### src/rtl/fp_pkg.sv
// Shared widths, constants and the S1->S2 payload for the FP multiply back end.
package fp_pkg;

    localparam int FP_WIDTH   = 32;
    localparam int EXP_WIDTH  = 8;
    localparam int MANT_WIDTH = 23;
    localparam int BIAS       = 127;
    localparam int SEXP_W     = EXP_WIDTH + 2;          // signed exponent carried through the pipe
    localparam int PROD_W     = 2 * (MANT_WIDTH + 1);   // hidden-bit mantissa product

    localparam logic [FP_WIDTH-1:0] QNAN = 32'h7FC00000;

    // Normalised operand waiting to be rounded.
    typedef struct packed {
        logic                     sign;
        logic signed [SEXP_W-1:0] exp;
        logic [MANT_WIDTH:0]      mant;    // includes hidden bit
        logic                     guard;
        logic                     sticky;
        logic                     is_nan;
        logic                     is_inf;
        logic                     is_zero;
    } norm_t;

    // Align the product so the leading one sits in mant[MANT_WIDTH]; a product
    // in [2,4) shifts right by one and bumps the exponent.
    function automatic norm_t normalize(input logic              sign,
                                        input logic [SEXP_W-1:0] exp,
                                        input logic [PROD_W-1:0] prod,
                                        input logic              is_nan,
                                        input logic              is_inf,
                                        input logic              is_zero);
        norm_t n;
        n.sign    = sign;
        n.is_nan  = is_nan;
        n.is_inf  = is_inf;
        n.is_zero = is_zero;
        if (prod[PROD_W-1]) begin
            n.mant   = prod[PROD_W-1 -: MANT_WIDTH+1];
            n.guard  = prod[MANT_WIDTH];
            n.sticky = |prod[MANT_WIDTH-1:0];
            n.exp    = exp + SEXP_W'(1);
        end else begin
            n.mant   = prod[PROD_W-2 -: MANT_WIDTH+1];
            n.guard  = prod[MANT_WIDTH-1];
            n.sticky = |prod[MANT_WIDTH-2:0];
            n.exp    = exp;
        end
        return n;
    endfunction

endpackage

### src/rtl/fp_round_pack.sv
// Round-to-nearest-even, range check and IEEE packing of a normalised operand.
module fp_round_pack
    import fp_pkg::*;
(
    input  norm_t               s,
    output logic [FP_WIDTH-1:0] result,
    output logic [2:0]          flags    // {overflow, underflow, inexact}
);

    localparam logic signed [SEXP_W-1:0] EXP_MAX  = SEXP_W'((2 ** EXP_WIDTH) - 1);
    localparam logic signed [SEXP_W-1:0] EXP_ZERO = '0;

    logic                     round_up;
    logic [MANT_WIDTH+1:0]    sum;
    logic [MANT_WIDTH:0]      mant_r;
    logic signed [SEXP_W-1:0] exp_r;
    logic                     inexact;
    logic                     lost_any;

    assign round_up = s.guard & (s.sticky | s.mant[0]);
    assign sum      = {1'b0, s.mant} + {{(MANT_WIDTH+1){1'b0}}, round_up};
    // Carry out of the mantissa means it rolled to 2.0: restart at 1.0, exp+1.
    assign mant_r   = sum[MANT_WIDTH+1] ? {1'b1, {MANT_WIDTH{1'b0}}} : sum[MANT_WIDTH:0];
    assign exp_r    = sum[MANT_WIDTH+1] ? s.exp + SEXP_W'(1) : s.exp;
    assign inexact  = s.guard | s.sticky;
    // Flushing to zero throws the whole significand away.
    assign lost_any = (|s.mant) | s.guard | s.sticky;

    // Specials first, then range checks on the rounded exponent, then normal pack.
    always_comb begin
        result = '0;
        flags  = '0;
        if (s.is_nan) begin
            result = QNAN;
        end else if (s.is_inf) begin
            result = {s.sign, {EXP_WIDTH{1'b1}}, {MANT_WIDTH{1'b0}}};
        end else if (s.is_zero) begin
            result = {s.sign, {(FP_WIDTH-1){1'b0}}};
        end else if (exp_r >= EXP_MAX) begin
            result = {s.sign, {EXP_WIDTH{1'b1}}, {MANT_WIDTH{1'b0}}};
            flags  = 3'b101;
        end else if (exp_r <= EXP_ZERO) begin
            result = {s.sign, {(FP_WIDTH-1){1'b0}}};
            flags  = {2'b01, lost_any};
        end else begin
            result = {s.sign, exp_r[EXP_WIDTH-1:0], mant_r[MANT_WIDTH-1:0]};
            flags  = {2'b00, inexact};
        end
    end

endmodule

### src/rtl/fp_mul_norm_round.sv
// FP multiply back end: S1 normalises the mantissa product, S2 rounds and packs.
module fp_mul_norm_round #(
    parameter int FP_WIDTH   = fp_pkg::FP_WIDTH,
    parameter int EXP_WIDTH  = fp_pkg::EXP_WIDTH,
    parameter int MANT_WIDTH = fp_pkg::MANT_WIDTH
) (
    input  logic                        clk,
    input  logic                        rst,
    input  logic                        in_valid,
    output logic                        in_ready,
    input  logic                        in_sign,
    input  logic [EXP_WIDTH+1:0]        in_exp,
    input  logic [2*(MANT_WIDTH+1)-1:0] in_prod,
    input  logic                        in_is_nan,
    input  logic                        in_is_inf,
    input  logic                        in_is_zero,
    output logic                        out_valid,
    input  logic                        out_ready,
    output logic [FP_WIDTH-1:0]         out_result,
    output logic [2:0]                  out_flags
);

    fp_pkg::norm_t       s1_q;
    logic                s1_valid;
    logic                s2_valid;
    logic                s2_take;
    logic [FP_WIDTH-1:0] rp_result;
    logic [2:0]          rp_flags;

    // S2 can load when empty or when its result leaves this cycle.
    assign s2_take   = !s2_valid || out_ready;
    assign in_ready  = !s1_valid || s2_take;
    assign out_valid = s2_valid;

    // S1: capture the normalised operand on an accepted handshake.
    always_ff @(posedge clk) begin
        if (rst) begin
            s1_valid <= 1'b0;
            s1_q     <= '0;
        end else if (in_ready) begin
            s1_valid <= in_valid;
            if (in_valid)
                s1_q <= fp_pkg::normalize(in_sign, in_exp, in_prod,
                                          in_is_nan, in_is_inf, in_is_zero);
        end
    end

    fp_round_pack u_round_pack (
        .s      (s1_q),
        .result (rp_result),
        .flags  (rp_flags)
    );

    // S2: register the packed result; held while downstream stalls.
    always_ff @(posedge clk) begin
        if (rst) begin
            s2_valid   <= 1'b0;
            out_result <= '0;
            out_flags  <= '0;
        end else if (s2_take) begin
            s2_valid <= s1_valid;
            if (s1_valid) begin
                out_result <= rp_result;
                out_flags  <= rp_flags;
            end
        end
    end

endmodule

### config.mk
export PLATFORM = sky130hd
export DESIGN_NAME = fp_mul_norm_round
export DESIGN_NICKNAME = d
export VERILOG_FILES = /design/src/rtl/fp_pkg.sv /design/src/rtl/fp_round_pack.sv /design/src/rtl/fp_mul_norm_round.sv
export SDC_FILE = /design/constraint.sdc
export NUM_CORES = 1
export LEC_CHECK = 0
export ABC_AREA = 1
export CAP_MARGIN = 30
export CORE_MARGIN = 1
export CORE_UTILIZATION = 40
export CTS_CLUSTER_DIAMETER = 50
export CTS_CLUSTER_SIZE = 20
export DETAILED_ROUTE_END_ITERATION = 10
export GPL_ROUTABILITY_DRIVEN = 0
export GPL_TIMING_DRIVEN = 0
export PLACE_DENSITY = 0.78
export SLEW_MARGIN = 5
export SYNTH_ARGS = -nofsm -noshare
export SYNTH_HDL_FRONTEND = slang
export SYNTH_SLANG_ARGS = --single-unit
### constraint.sdc
create_clock -name clk -period 5.53 [get_ports clk]
set_input_delay 1.659 -clock clk [delete_from_list [all_inputs] [get_ports clk]]
set_output_delay 1.659 -clock clk [all_outputs]
set_load 0.01 [all_outputs]
==> results of run 1 <==
-- worst paths after layout --
kind / startpoint / endpoint / slack, ns / depth (start not counted)
hold / removal: out_result[9] / out_result[9] / 0.47 / 2
hold reg to reg: out_result[9] / out_result[9] / 0.47 / 2
setup / recovery: out_ready / in_ready / 1.07 / 4
setup reg to reg: s1_q[5] / out_result[21] / 2.74 / 15
-- area by class of cell --
type                            count  area, sq um  area share
Buffer                             34          174      0.0296
Inverter                           50          190      0.0324
Clock inverter                      5         85.1      0.0145
Tap cell                          140          175      0.0298
Clock buffer                       11          131      0.0224
Multi-Input combinational cell    501         2550       0.435
Timing Repair Buffer              102         1020       0.174
Sequential cell                    77         1540       0.262
-- Yosys cell counts, drive strengths merged, types with 10 or more instances --
master  number  area (sq um)
nand2      185           734
dfxtp       77          1540
nor2        64           279
o21ai       58           298
a21oi       50           258
nand3       50           305
inv         48           183
a31oi       25           156
clkbuf      23          87.6
xor2        12           105
buf         11          86.3
nor3        10          50.1
nor4        10          62.6
-- metrics by stage --
stage | hold slack (ns) | std cells
finish | 0.466 | 920
global route | 0.491 | 920
CTS | 0.469 | 920
detailed placement | 0.457 | 904
global placement | 0.450 | 904
floorplan | 0.439 | 662
-- critical path: stages --
cell and delay [ns]:
clkdlybuf4s50_1 0.46, inv_1 0.05, nand3_1 0.10, clkdlybuf4s50_1 0.54
-- layer usage --
layer / routed length, microns / up-vias / track usage
met3: 755 / 19 / 0.0400
met4: 233 / 0 / 0.0802
met1: 5670 / 2049 / 0.290
met2: 5120 / 153 / 0.333
met5: 0 / - / 0
li1: - / 2439 / -
-- flip-flops by register name, summed over array words and instances (netlist names) --
signal	cells
s1_q	40
s1_valid	1
out_valid	1
out_flags	3
out_result	32
-- logic make-up after synthesis --
group           after synthesis  share of synthesized area
fa+ha+maj                     4                     0.0112
xor+xnor                     19                     0.0373
buf+inv                      84                     0.0816
simple gates                339                      0.353
flops                        77                      0.346
compound gates              139                      0.171
-- power by group --
| part | leakage (nW) | internal (mW) | switching [mW] | total [mW] |
|---|---|---|---|---|
| sequential | 0.633 | 0.586 | 0.0327 | 0.618 |
| combinational | 1.59 | 0.118 | 0.134 | 0.253 |
| clock | 0.104 | 0.256 | 0.210 | 0.466 |
-- placed cells by master (no fill, tap or decap), drive strengths merged --
master and count:
clkinv 4, dfxtp 77, a31oi 25, ha 4, nand2 185, xor2 12, and3 1, a2111oi 1
nor2 64, inv 48, a41oi 1, nand4 8, clkinvlp 1, nand3 50, a31o 1, a211oi 1
nor3 10, nor4 10, buf 11, nor3b 5, nand3b 6, a21oi 50, o221a 1, o21a 1
xnor2 7, o21ai 58, bufinv 2, clkdlybuf4s50 102, clkbuf 34
==> impl_metrics.py, run 1 <==
metrics = {
    "outcome": {
        "status": "complete, no violations",
    },
    "yosys": {
        "synth_top_flop_cell": "dfxtp_1",
        "syn-instance-count": 662,
        "synth-async-reset-ratio": 0,
        "synth_cell_types": 40,
        "synth_edf_count": 0,
        "syn_avg_cell_area_sq_um": 6.74,
        "synthesis.nets": 732,
        "netlist_area_sq_mm": 0.00446,
        "ys_warn_count": 0,
        "ys_ff_latch": 77,
        "seq_area_frac_synth": 0.346,
    },
    "floorplanning": {
        "core_area_sq_mm": 0.0108,
        "num_rows": 38,
        "die_y_microns": 108,
        "start_util": 0.411,
        "die_x_microns": 108,
        "io_pins": 103,
        "dieArea_sq_mm": 0.0116,
    },
    "critical_path": {
        "crit_fanout": 3,
        "cp-start-kind": "input port",
        "arrival_ns": 2.81,
        "worstSetupEndpointType": "primary output",
        "worstSetupPathType": "input port to primary output",
        "required_ns": 3.87,
    },
    "clock_network": {
        "cts_tree": "yes",
        "cts_root_buf": "clkbuf_8",
        "cts_inserted_buffers": 9,
        "clkTransAtPathRegs_ns": 0.07,
        "cts_setup_buffers": 0,
        "clk_latency_ns": 0.36,
        "htreeDepth": 3,
        "cts_hold_buf": 0,
        "clockBufferDepth": 2,
        "ctsResizeCount": 0,
        "cts_sinks": 77,
    },
    "global_routing": {
        "grt_max_degree": 14,
        "grt_pass1_vias": 4250,
        "grt_overflow_total": 0,
        "grt_pass1_wl_microns": 19700,
        "grtUsageTotal": 0.213,
        "antenna_found_initial": 0,
    },
    "final_layout": {
        "design_area_sq_mm": 0.00587,
        "area_growth_pct": 31.7,
        "fill_cells": 1079,
        "num-nets-final": 845,
        "drive_above_1_share": 0.0769,
        "n_antenna_cell": 0,
        "fin_util": 0.542,
    },
    "timing": {
        "finalCriticalPeriod_ns": 4.46,
        "slew_viol_final": 0,
        "fmax_ghz": 0.224,
        "worst_slack_ns": 1.07,
        "hold_violations": 0,
        "skew_ns": 0.0100,
        "rsz0062_at_grt": "no",
        "tightest_slew_ns": 0.519,
        "relSlewSlack": 0.654,
        "finalCritPeriodShare": 0.807,
        "fin_tns_setup_ns": 0,
        "finalSetupViolCount": 0,
    },
    "power_and_ir_drop": {
        "p_per_area_mw_per_mm2": 228,
        "p_total_mw": 1.34,
        "leakagePower_nw": 2.33,
        "ir_drop_mv": 0.141,
    },
    "placement": {
        "place_ws_ns": 1.07,
        "placed_area_sq_mm": 0.00566,
        "place.detailed.hpwl_microns": 9050,
        "numPortBuffers": 102,
    },
    "detailed_routing": {
        "wl_microns": 11800,
        "drc": 0,
        "routedWlPerCell_microns": 12.8,
        "dr.pass1.iters": 5,
        "avgViaCountPerCell": 5.07,
        "via_count": 4660,
        "drtAntennaViolNets": 0,
        "first_iter_violations": 347,
    },
    "flow_run": {
        "max_cap_violations": 0,
    },
    "min_path": {
        "hold_class": "flip-flop to flip-flop",
    },
}
Note: power is estimated with default switching activity, not from simulation.
==> run 2, diff against run 1 <==
==> constraint.sdc (replaced) <==
create_clock -name clk -period 4.45 [get_ports clk]
set_input_delay 1.335 -clock clk [delete_from_list [all_inputs] [get_ports clk]]
set_output_delay 1.335 -clock clk [all_outputs]
set_load 0.01 [all_outputs]
==> results of run 2 <==
Same layout as run 1 (identical final DEF). Status: complete, no violations.
Among the figures that moved: setup slack after placement 1.07 ns -> 0.505 ns; setup slack after layout 1.07 ns -> 0.633 ns; register-to-register setup slack 2.74 ns -> 1.66 ns; total power 1.34 mW -> 1.66 mW; worst IR drop on VDD 0.141 mV -> 0.175 mV
